==> src/rtl/sim_stop_pkg.sv <==
// Shared types for the simulation-termination controller.
// Latency: n/a (types and constants only).
// Backpressure: n/a.
package sim_stop_pkg;

    localparam int STATUS_W = 2;

    typedef enum logic [2:0] {
        ST_IDLE   = 3'd0,
        ST_RUN    = 3'd1,
        ST_DRAIN  = 3'd2,
        ST_REPORT = 3'd3,
        ST_HALT   = 3'd4
    } state_t;

    typedef enum logic [STATUS_W-1:0] {
        STAT_NONE    = 2'd0,
        STAT_PASS    = 2'd1,
        STAT_FAIL    = 2'd2,
        STAT_TIMEOUT = 2'd3
    } status_t;

endpackage

==> src/rtl/stop_timer.sv <==
// Saturating run-cycle counter with a latched limit and a timeout-hit compare.
// Latency: count is registered; hit is a decode of registered state plus enable.
// Backpressure: none; counts every enabled cycle, holds at all-ones.
// Ports: clear (load limit, zero count), enable (count this cycle),
//        limit_in (limit sampled on clear), count (cycles counted), hit (last cycle before limit).
module stop_timer #(
    parameter int TIMEOUT_W = 16
) (
    input  logic                 clock,
    input  logic                 reset,
    input  logic                 clear,
    input  logic                 enable,
    input  logic [TIMEOUT_W-1:0] limit_in,
    output logic [TIMEOUT_W-1:0] count,
    output logic                 hit
);

    logic [TIMEOUT_W-1:0] limit_q;

    always_ff @(posedge clock or negedge reset) begin
        if (!reset) begin
            count   <= '0;
            limit_q <= '0;
        end else if (clear) begin
            count   <= '0;
            limit_q <= limit_in;
        end else if (enable && (count != '1)) begin
            count <= count + TIMEOUT_W'(1);
        end
    end

    // Fires in the cycle whose increment makes count equal the limit, so the
    // count reads exactly the limit once the run has ended. A zero limit never fires.
    assign hit = enable && (limit_q != '0) && ((count + TIMEOUT_W'(1)) == limit_q);

endmodule

==> src/rtl/sim_stop_controller.sv <==
// Collects tester done/fail events, enforces a cycle timeout, drains, then reports one status and stops.
// Latency: stop_valid DRAIN_CYCLES+1 cycles after the terminating event; stop one cycle after the handshake.
// Backpressure: status held on stop_valid until stop_ready; all outputs frozen once stopped.
// Ports: start/timeout_limit arm a run; src_done/src_fail are sticky per-source events;
//        busy, stop_valid/stop_ready, status, fail_mask, cycle_count, stop report the outcome.
module sim_stop_controller
    import sim_stop_pkg::*;
#(
    parameter int NUM_SRC      = 4,
    parameter int TIMEOUT_W    = 16,
    parameter int DRAIN_CYCLES = 4
) (
    input  logic                 clock,
    input  logic                 reset,
    input  logic                 start,
    input  logic [NUM_SRC-1:0]   src_done,
    input  logic [NUM_SRC-1:0]   src_fail,
    input  logic [TIMEOUT_W-1:0] timeout_limit,
    output logic                 busy,
    output logic                 stop_valid,
    input  logic                 stop_ready,
    output logic [STATUS_W-1:0]  status,
    output logic [NUM_SRC-1:0]   fail_mask,
    output logic [TIMEOUT_W-1:0] cycle_count,
    output logic                 stop
);

    localparam int DRAIN_W = (DRAIN_CYCLES > 1) ? $clog2(DRAIN_CYCLES) : 1;
    localparam logic [DRAIN_W-1:0] DRAIN_LOAD =
        (DRAIN_CYCLES > 0) ? DRAIN_W'(DRAIN_CYCLES - 1) : '0;

    state_t               state_q, state_d;
    status_t              status_q;
    logic [NUM_SRC-1:0]   done_seen;
    logic [NUM_SRC-1:0]   fail_q;
    logic [DRAIN_W-1:0]   drain_cnt;

    logic [NUM_SRC-1:0]   done_upd;
    logic [NUM_SRC-1:0]   fail_upd;
    logic                 timeout_hit;
    logic                 run_exit;
    status_t              exit_status;

    stop_timer #(.TIMEOUT_W(TIMEOUT_W)) u_timer (
        .clock    (clock),
        .reset    (reset),
        .clear    ((state_q == ST_IDLE) && start),
        .enable   (state_q == ST_RUN),
        .limit_in (timeout_limit),
        .count    (cycle_count),
        .hit      (timeout_hit)
    );

    // Exit is judged on the masks including this cycle's events, so a fail or
    // last done arriving together with the timeout wins over it.
    always_comb begin
        done_upd    = done_seen | src_done;
        fail_upd    = fail_q | src_fail;
        run_exit    = (|fail_upd) || (&done_upd) || timeout_hit;
        exit_status = STAT_TIMEOUT;
        if (|fail_upd) begin
            exit_status = STAT_FAIL;
        end else if (&done_upd) begin
            exit_status = STAT_PASS;
        end
    end

    always_ff @(posedge clock or negedge reset) begin
        if (!reset) begin
            state_q <= ST_IDLE;
        end else begin
            state_q <= state_d;
        end
    end

    always_comb begin
        state_d = state_q;
        case (state_q)
            ST_IDLE:   if (start) state_d = ST_RUN;
            ST_RUN:    if (run_exit) state_d = (DRAIN_CYCLES == 0) ? ST_REPORT : ST_DRAIN;
            ST_DRAIN:  if (drain_cnt == '0) state_d = ST_REPORT;
            ST_REPORT: if (stop_ready) state_d = ST_HALT;
            ST_HALT:   state_d = ST_HALT;
            default:   state_d = ST_IDLE;
        endcase
    end

    always_comb begin
        busy       = 1'b0;
        stop_valid = 1'b0;
        stop       = 1'b0;
        case (state_q)
            ST_RUN, ST_DRAIN: busy       = 1'b1;
            ST_REPORT:        stop_valid = 1'b1;
            ST_HALT:          stop       = 1'b1;
            default:          ;
        endcase
    end

    // Sticky masks, final status and drain counter. Only IDLE (on start), RUN and
    // DRAIN may change them, which freezes everything during REPORT and HALT.
    always_ff @(posedge clock or negedge reset) begin
        if (!reset) begin
            done_seen <= '0;
            fail_q    <= '0;
            status_q  <= STAT_NONE;
            drain_cnt <= '0;
        end else begin
            case (state_q)
                ST_IDLE: begin
                    if (start) begin
                        done_seen <= '0;
                        fail_q    <= '0;
                        status_q  <= STAT_NONE;
                    end
                end
                ST_RUN: begin
                    done_seen <= done_upd;
                    fail_q    <= fail_upd;
                    if (run_exit) begin
                        status_q  <= exit_status;
                        drain_cnt <= DRAIN_LOAD;
                    end
                end
                ST_DRAIN: begin
                    fail_q <= fail_upd;
                    if (|src_fail) begin
                        status_q <= STAT_FAIL;
                    end
                    if (drain_cnt != '0) begin
                        drain_cnt <= drain_cnt - DRAIN_W'(1);
                    end
                end
                default: ;
            endcase
        end
    end

    assign status    = status_q;
    assign fail_mask = fail_q;

endmodule

==> config.mk <==
export PLATFORM = sky130hd
export DESIGN_NAME = sim_stop_controller
export DESIGN_NICKNAME = d
export VERILOG_FILES = /design/src/rtl/sim_stop_pkg.sv /design/src/rtl/stop_timer.sv /design/src/rtl/sim_stop_controller.sv
export SDC_FILE = /design/constraint.sdc
export NUM_CORES = 1
export LEC_CHECK = 0
export CAP_MARGIN = 0
export CORE_MARGIN = 8
export CORE_UTILIZATION = 40
export CTS_BUF_LIST = sky130_fd_sc_hd__clkbuf_2
export CTS_CLUSTER_DIAMETER = 80
export DETAILED_ROUTE_END_ITERATION = 10
export DONT_BUFFER_PORTS = 1
export SETUP_SLACK_MARGIN = 0.02
export SLEW_MARGIN = 20
export SYNTH_ARGS = -nofsm -noshare
export SYNTH_HDL_FRONTEND = slang
export SYNTH_SLANG_ARGS = --single-unit
==> constraint.sdc <==
create_clock -name clock -period 2.7 [get_ports clock]
set_clock_uncertainty 0.15 [all_clocks]
set_input_delay 0.27 -clock clock [delete_from_list [all_inputs] [get_ports clock]]
set_output_delay 0.27 -clock clock [all_outputs]
set_load 0.02 [all_outputs]
==> flow_metrics.env, run 1 <==
export IMPL_status="complete, no violations"
export IMPL_switchingPower_mw=1.36
export IMPL_htreeDepth=2
export IMPL_grt_pass1_vias=2278
export IMPL_hold_viol=0
export IMPL_max_stage_delay_ns=0.60
export IMPL_p_leak_nw=1.39
export IMPL_coreArea_um2=6640
export IMPL_slew_headroom_pct=48.6
export IMPL_fin_crit_sh_pct=93.6
export IMPL_pwr_share_clk_pct=9.4
export IMPL_post_place_ws_ns=0.181
export IMPL_finalSetupTns_ns=0
export IMPL_synth_main_ff_cell="dfrtp_1"
export IMPL_design_die_area_um2=9630
export IMPL_fp_dieH_um=98.1
export IMPL_pwr_density_cell_nw_per_um2=931
export IMPL_via_per_inst=5.66
export IMPL_syn_inst=283
export IMPL_wl_mm=6.99
export IMPL_fp_row_count=30
export IMPL_fmax_ghz=0.396
export IMPL_period_minus_slack_ns=2.53
export IMPL_clockBufferDepth=2
export IMPL_cp_max_fo=6
export IMPL_clock_latency_ns=0.41
export IMPL_crit_path_top_delay_cell="or3b_2"
export IMPL_rsz0062_at_grt="false"
export IMPL_drtPass1Iterations=4
export IMPL_worstSetupPathType="register to register"
export IMPL_clock_root_buffer="clkbuf_2"
export IMPL_final_cells=414
export IMPL_vias=2342
export IMPL_p_seq_share_pct=40.1
export IMPL_gp_congestion=0.870
export IMPL_clk_pin_slew_ns=0.23
export IMPL_vdd_drop_max_mv=0.448
export IMPL_maxCapViolations=0
export IMPL_setup_violations=0
export IMPL_pwr_share_comb_pct=50.5
export IMPL_setup_ws_ns=0.173
export IMPL_timing_hold_ws_ns=0.135
export IMPL_ys_ff_latch=47
export IMPL_synth_most_common_cell="dfrtp_1"
export IMPL_drc=0
export IMPL_grt_usage_pct=14.9
export IMPL_grt_first_pass_wirelength_mm=11.8
export IMPL_yosysUniqueCellTypes=47
export IMPL_drtIter0Drc=88
export IMPL_ys_seq_area_share_pct=43.6
export IMPL_crit_arrival_ns=2.74
export IMPL_async_reset_ff_share_pct=100
export IMPL_cts_buffers=5
export IMPL_synth_area_um2=2700
export IMPL_crit_chain="or3b_2, nor3_1, nand3_1, nor4_2, nand4b_2, or3_1, nand3_1"
export IMPL_final_nets=363
export IMPL_hpwl_mm=5.13
export IMPL_start_kind="register"
export IMPL_dp_cells=379
export IMPL_grt_overflow_total=0
export IMPL_synth_top_area_cell="dfrtp_1"
export IMPL_synth_common_cells="dfrtp_1, nor2_1, nand2_1, o21ai_0, xnor2_1"
export IMPL_die_width_um=98.1
export IMPL_synth_edff_count=0
export IMPL_grt_max_degree=48
export IMPL_multi_input_comb_area_um2=1470
export IMPL_ios=53
export IMPL_cpMostUsedCell="nand3_1"
export IMPL_cts_sinks=47
export IMPL_synth_area_leaders="dfrtp_1, xnor2_1, mux2_2, nor2_1, o21ai_0"
export IMPL_swShare_pct=44.0
export IMPL_postSynthAreaPerCell_um2=9.54
export IMPL_cts_setup_buffers=0
export IMPL_worst_slew_pin_slew_ns=0.769
export IMPL_ant_nets=0
export IMPL_hp_class="input port to register"
export IMPL_required_ns=2.92
export IMPL_detail_route_wl_per_cell_um=16.9
export IMPL_worst_setup_path_end_kind="register"
export IMPL_drive_above_1_share_pct=21.6
export IMPL_cts_tree="done"
export IMPL_yosysWarnings=0
export IMPL_fillers=614
export IMPL_p_total_mw=3.10
export IMPL_n_antenna_cell=0
export IMPL_synth_top_area_share_pct=43.6
export IMPL_synth_nets=313
export IMPL_finalMaxSlewViolations=0
export IMPL_area_delta_synth_final_pct=23.2
export IMPL_initial_core_util_pct=40.6
export IMPL_seqCellArea_um2=1180
export IMPL_antenna_found_initial=0
export IMPL_portBuffers=0
export IMPL_p_int_mw=1.73
## path summary, 6_finish.rpt
check	start	depth (start not counted)	endpoint	slack, ns
worst max-delay path	state_q[1]$_DFFE_PN0P_	7	status[1]$_DFFE_PN0P_	0.17
worst min-delay path	start	3	state_q[2]$_DFFE_PN0P_	0.13
worst max register to register	state_q[1]$_DFFE_PN0P_	7	status[1]$_DFFE_PN0P_	0.17
worst min register to register	done_seen[1]$_DFFE_PN0P_	2	done_seen[1]$_DFFE_PN0P_	0.38
max in group asynchronous	reset	2	u_timer.count[15]$_DFFE_PN0P_	2.03
min in group asynchronous	reset	2	u_timer.count[3]$_DFFE_PN0P_	0.16
## sequential cells by signal, summed over array words and instances, names as in the netlist
| signal | count |
|---|---|
| drain_cnt | 2 |
| done_seen | 4 |
| status | 2 |
| u_timer.limit_q | 16 |
| state_q | 3 |
| fail_mask | 4 |
| u_timer.count | 16 |
## layout by cell type (no fill, tap or decap), drive strengths merged, types with 2 or more instances in the layout
cell type / instances
mux2i: 4
nor3: 5
nand3b: 2
o22a: 2
o22ai: 4
nor3b: 2
o31ai: 5
o21a: 2
buf: 32
nand4: 6
a21oi: 16
nor2: 30
a31oi: 2
and3: 4
nor4: 12
and2: 4
or3: 2
dlygate4sd3: 26
ha: 2
o21ai: 22
nand2b: 4
or3b: 2
dfrtp: 47
xor2: 2
xnor2: 22
clkbuf: 6
inv: 3
mux2: 16
nand3: 12
nand2: 23
## per-layer routing
metal / vias up / share of wire (%) / global-route usage, %
met4: 0 / 1.2 / 4.01
li1: 1122 / - / -
met1: 1151 / 44 / 19.8
met3: 7 / 6.3 / 2.92
met2: 62 / 48 / 23.9
met5: - / 0 / 0
## power by group through the flow
stage	Combinational [mW]	Sequential, mW	Clock, mW
after global placement	1.49	1.25	0
after global routing	1.73	1.28	0.337
final	1.56	1.24	0.292
after CTS	1.56	1.24	0.312
after detailed placement	1.51	1.26	0
after floorplan	1.12	1.21	0
## cells by family (layout without fill, tap and decap cells)
group | Yosys count | after routing | synth area share [%]
and+or+nand+nor | 112 | 112 | 22.7
AOI/OAI and AO/OA | 60 | 60 | 13.9
DFF | 47 | 47 | 43.6
xor gates and xnor gates | 24 | 24 | 7.79
muxes | 20 | 20 | 8.16
buffers and inverters | 18 | 69 | 2.97
adders and majority gates | 2 | 2 | 0.927
## worst max-delay path: cells and delay by family, from the launching register on
kind,cells,cell delay (ns)
DFF,1,0.42
and+or+nand+nor,7,1.92
## cell type report
type	count	area share (%)
Tap cell	80	3.01
Inverter	3	0.339
Sequential cell	47	35.5
Multi-Input combinational cell	218	44.3
Timing Repair Buffer	58	15.7
Clock inverter	2	0.376
Clock buffer	6	0.903
## through the flow
step,util (%),area [um^2]
3_5_place_dp,44.7,2970
6_report,50.0,3320
2_1_floorplan,-,2700
3_3_place_gp,44.7,2970
4_1_cts,49.7,3300
5_1_grt,50.0,3320
## timing repair
item                                   CTS  global route
setup endpoints to repair                0             4
endpoints found under the hold margin   73             0
resized for setup                        0             6
hold buffers                            27             0
(Power assumes the default switching activity.)
==> inputs of run 2 (changes only) <==
--- a/config.mk
+++ b/config.mk
@@ -5,11 +5,13 @@
 export SDC_FILE = /design/constraint.sdc
 export NUM_CORES = 1
 export LEC_CHECK = 0
+export ABC_AREA = 1
 export CAP_MARGIN = 0
 export CORE_MARGIN = 8
 export CORE_UTILIZATION = 40
 export CTS_BUF_LIST = sky130_fd_sc_hd__clkbuf_2
 export CTS_CLUSTER_DIAMETER = 80
+export CTS_CLUSTER_SIZE = 14
 export DETAILED_ROUTE_END_ITERATION = 10
 export DONT_BUFFER_PORTS = 1
 export SETUP_SLACK_MARGIN = 0.02
==> run 2 against run 1 <==
  * Sequential power increased by 9.7%
  * Clock power increased by 43%
  * Worst setup slack improved by 0.090 ns
  * Largest cell class unchanged
  * Via count increased by 19%
  * Sequential cell count unchanged
  * Die area increased by 9.6%
  * Highest routed layer unchanged
==> flow_metrics.env, run 2 <==
export IMPL_status="complete, no violations"
export IMPL_required_ns=2.92
export IMPL_via_per_inst=5.05
export IMPL_cts_sinks=47
export IMPL_initial_core_util_pct=41.5
export IMPL_ios=53
export IMPL_rsz0062_at_grt="false"
export IMPL_synth_top_area_cell="dfrtp_1"
export IMPL_worst_path_buf_inv=0
export IMPL_ys_ff_latch=47
export IMPL_drc=0
export IMPL_hp_class="input port to register"
export IMPL_period_minus_slack_ns=2.44
export IMPL_drtIter0Drc=263
export IMPL_grt_overflow_total=0
export IMPL_grt_max_degree=48
export IMPL_crit_arrival_ns=2.66
export IMPL_fp_dieH_um=103
export IMPL_seqCellArea_um2=1180
export IMPL_synth_common_cells="nand2_1, dfrtp_1, inv_1, nor2_1, nand3_1"
export IMPL_gp_congestion=0.913
export IMPL_vdd_drop_max_mv=0.456
export IMPL_p_int_mw=1.74
export IMPL_final_nets=482
export IMPL_wl_mm=8.10
export IMPL_cpMostUsedCell="nand2_1"
export IMPL_p_seq_share_pct=39.0
export IMPL_cts_tree="done"
export IMPL_synth_area_um2=3010
export IMPL_antenna_found_initial=0
export IMPL_fp_row_count=31
export IMPL_area_delta_synth_final_pct=16.9
export IMPL_synth_top_area_share_pct=39.1
export IMPL_max_stage_delay_ns=0.55
export IMPL_switchingPower_mw=1.73
export IMPL_vias=2787
export IMPL_htreeDepth=2
export IMPL_layout_commonest_cell="nand2_1"
export IMPL_crit_path_top_delay_cell="dfrtp_2"
export IMPL_worst_slew_pin_slew_ns=0.627
export IMPL_maxCapViolations=0
export IMPL_yosysUniqueCellTypes=32
export IMPL_fillers=727
export IMPL_drtPass1Iterations=5
export IMPL_fmax_ghz=0.410
export IMPL_crit_start="u_timer.count[0]$_DFFE_PN0P_"
export IMPL_worstSetupPathType="register to register"
export IMPL_crit_chain="ha_1, or2_2, nand2_1, nand2_1, nand2_1, nand3_1, nor2_1, nand3_1, nor2_2, nand3_2, nand2_4, nand2_2, nand2_1, nand2_1"
export IMPL_setup_violations=0
export IMPL_postSynthAreaPerCell_um2=7.22
export IMPL_hold_viol=0
export IMPL_drive_above_1_share_pct=14.3
export IMPL_grt_pass1_vias=2762
export IMPL_design_area_um2=3520
export IMPL_clockBufferDepth=2
export IMPL_n_antenna_cell=0
export IMPL_cp_max_fo=6
export IMPL_synth_main_ff_cell="dfrtp_1"
export IMPL_pwr_density_cell_nw_per_um2=988
export IMPL_pwr_share_comb_pct=48.9
export IMPL_synth_edff_count=0
export IMPL_synth_most_common_cell="nand2_1"
export IMPL_synth_nets=447
export IMPL_yosysWarnings=0
export IMPL_synth_area_leaders="dfrtp_1, nand2_1, nand3_1, inv_1, nor2_1"
export IMPL_finalMaxSlewViolations=0
export IMPL_async_reset_ff_share_pct=100
export IMPL_worstHoldStart="src_fail[3]"
export IMPL_pwr_share_clk_pct=12.1
export IMPL_slew_headroom_pct=57.8
export IMPL_p_leak_nw=1.66
export IMPL_syn_inst=417
export IMPL_cp_top_family="simple AND/OR/NAND/NOR gates"
export IMPL_portBuffers=0
export IMPL_rr_startpoint="u_timer.count[0]$_DFFE_PN0P_"
export IMPL_multi_input_comb_area_um2=1630
export IMPL_finalSetupTns_ns=0
export IMPL_cts_buffers=5
export IMPL_design_die_area_um2=10600
export IMPL_fin_crit_sh_pct=90.2
export IMPL_top_regs="u_timer.count x16, u_timer.limit_q x16"
export IMPL_clock_root_buffer="clkbuf_2"
export IMPL_detail_route_wl_per_cell_um=14.7
export IMPL_die_width_um=103
export IMPL_worst_setup_path_end_kind="register"
export IMPL_clock_latency_ns=0.44
export IMPL_ant_nets=0
export IMPL_hpwl_mm=5.95
export IMPL_coreArea_um2=7250
export IMPL_ys_seq_area_share_pct=39.1
export IMPL_grt_usage_pct=16.4
export IMPL_dpl_instance_area_um2=3150
export IMPL_clk_pin_slew_ns=0.28
export IMPL_grt_first_pass_wirelength_mm=13.6
export IMPL_start_kind="register"
export IMPL_swShare_pct=49.8
export IMPL_mostFrequentLayoutCells="nand2_1, inv_1, nor2_1, dfrtp_1, nand3_1"
[run 2: changes by cell type after synthesis, sizes merged, moves of 10 or more]
cell   previous run  this run
a21oi            16         1
inv               3        49
mux2             16         0
nand2            23       155
nand3            12        42
nor2             30        54
nor4             12         2
xnor2            22         2
[run 2: final timing paths]
kind / end / slack (ns) / depth (start not counted)
min in group asynchronous: status[0]$_DFFE_PN0P_ / 0.19 / 2
worst max-delay path: status[1]$_DFFE_PN0P_ / 0.26 / 14
worst min-delay path: status[0]$_DFFE_PN0P_ / 0.03 / 5
worst min register to register: drain_cnt[1]$_DFFE_PN0P_ / 0.37 / 2
max in group asynchronous: u_timer.count[0]$_DFFE_PN0P_ / 1.98 / 2
worst max register to register: status[1]$_DFFE_PN0P_ / 0.26 / 14
[run 2: per-layer routing]
layer,vias to the layer above,GRT usage (%),wire (um)
met4,0,4.00,67
met1,1310,22.7,3880
met2,70,24.7,3640
met3,6,4.52,511
met5,-,0,0
li1,1401,-,-
[run 2: repair_timing]
item,CTS,global route
buffers inserted,0,0
hold buffers,27,0
endpoints found under the hold margin,73,0
gates resized for setup,0,2
setup endpoints to repair,0,4
[run 2: worst reg2reg max path: stages, from the launching register on]
cell and delay, ns:
dfrtp_2 0.55, ha_1 0.27, or2_2 0.31, nand2_1 0.09, nand2_1 0.06, nand2_1 0.05, nand3_1 0.10, nor2_1 0.12
nand3_1 0.17, nor2_2 0.14, nand3_2 0.10, nand2_4 0.10, nand2_2 0.06, nand2_1 0.06, nand2_1 0.05
[run 2: cells by family (layout without fill, tap and decap cells)]
logic type | Yosys count | after routing | synth area share (%)
flops | 47 | 47 | 39.1
buf+inv | 54 | 90 | 7.11
xor+xnor | 2 | 2 | 0.582
simple gates | 271 | 271 | 42.0
compound gates | 41 | 41 | 10.4
fa+ha+maj | 2 | 2 | 0.831
[run 2: per-stage QoR]
step                total power [mW]  std cells  utilization [%]  hold WS, ns  setup WS (ns)
floorplan                       2.59        417                -       -0.176          0.582
global placement                2.99        517             43.5       -0.173          0.337
detailed placement              3.02        517             43.5       -0.174          0.292
CTS                             3.49        552             48.5      0.00567          0.266
global route                    3.80        552             48.5     0.000324         0.0541
finish                          3.48        552             48.5       0.0302          0.264
[run 2: area by class of cell]
cell class / instances / area share, %
multi-input cells: 316 / 46.2
flip-flops and latches: 47 / 33.5
repair buffers: 33 / 9.46
inverters: 49 / 5.23
well taps: 99 / 3.52
clock inverters: 3 / 1.35
clock buffers: 5 / 0.711
[run 2: power by group through the flow]
| stage | logic, mW | clock network [mW] | registers, mW |
|---|---|---|---|
| final | 1.70 | 0.419 | 1.36 |
| after global routing | 1.94 | 0.465 | 1.40 |
| after CTS | 1.71 | 0.435 | 1.35 |
| after detailed placement | 1.65 | 0 | 1.37 |
| after global placement | 1.62 | 0 | 1.36 |
| after floorplan | 1.31 | 0 | 1.28 |
==> inputs of run 3 (changes only) <==
--- a/config.mk
+++ b/config.mk
@@ -5,7 +5,6 @@
 export SDC_FILE = /design/constraint.sdc
 export NUM_CORES = 1
 export LEC_CHECK = 0
-export ABC_AREA = 1
 export CAP_MARGIN = 0
 export CORE_MARGIN = 8
 export CORE_UTILIZATION = 40
==> results of run 3 <==
Final layout, timing and power as in run 1 (identical DEF).
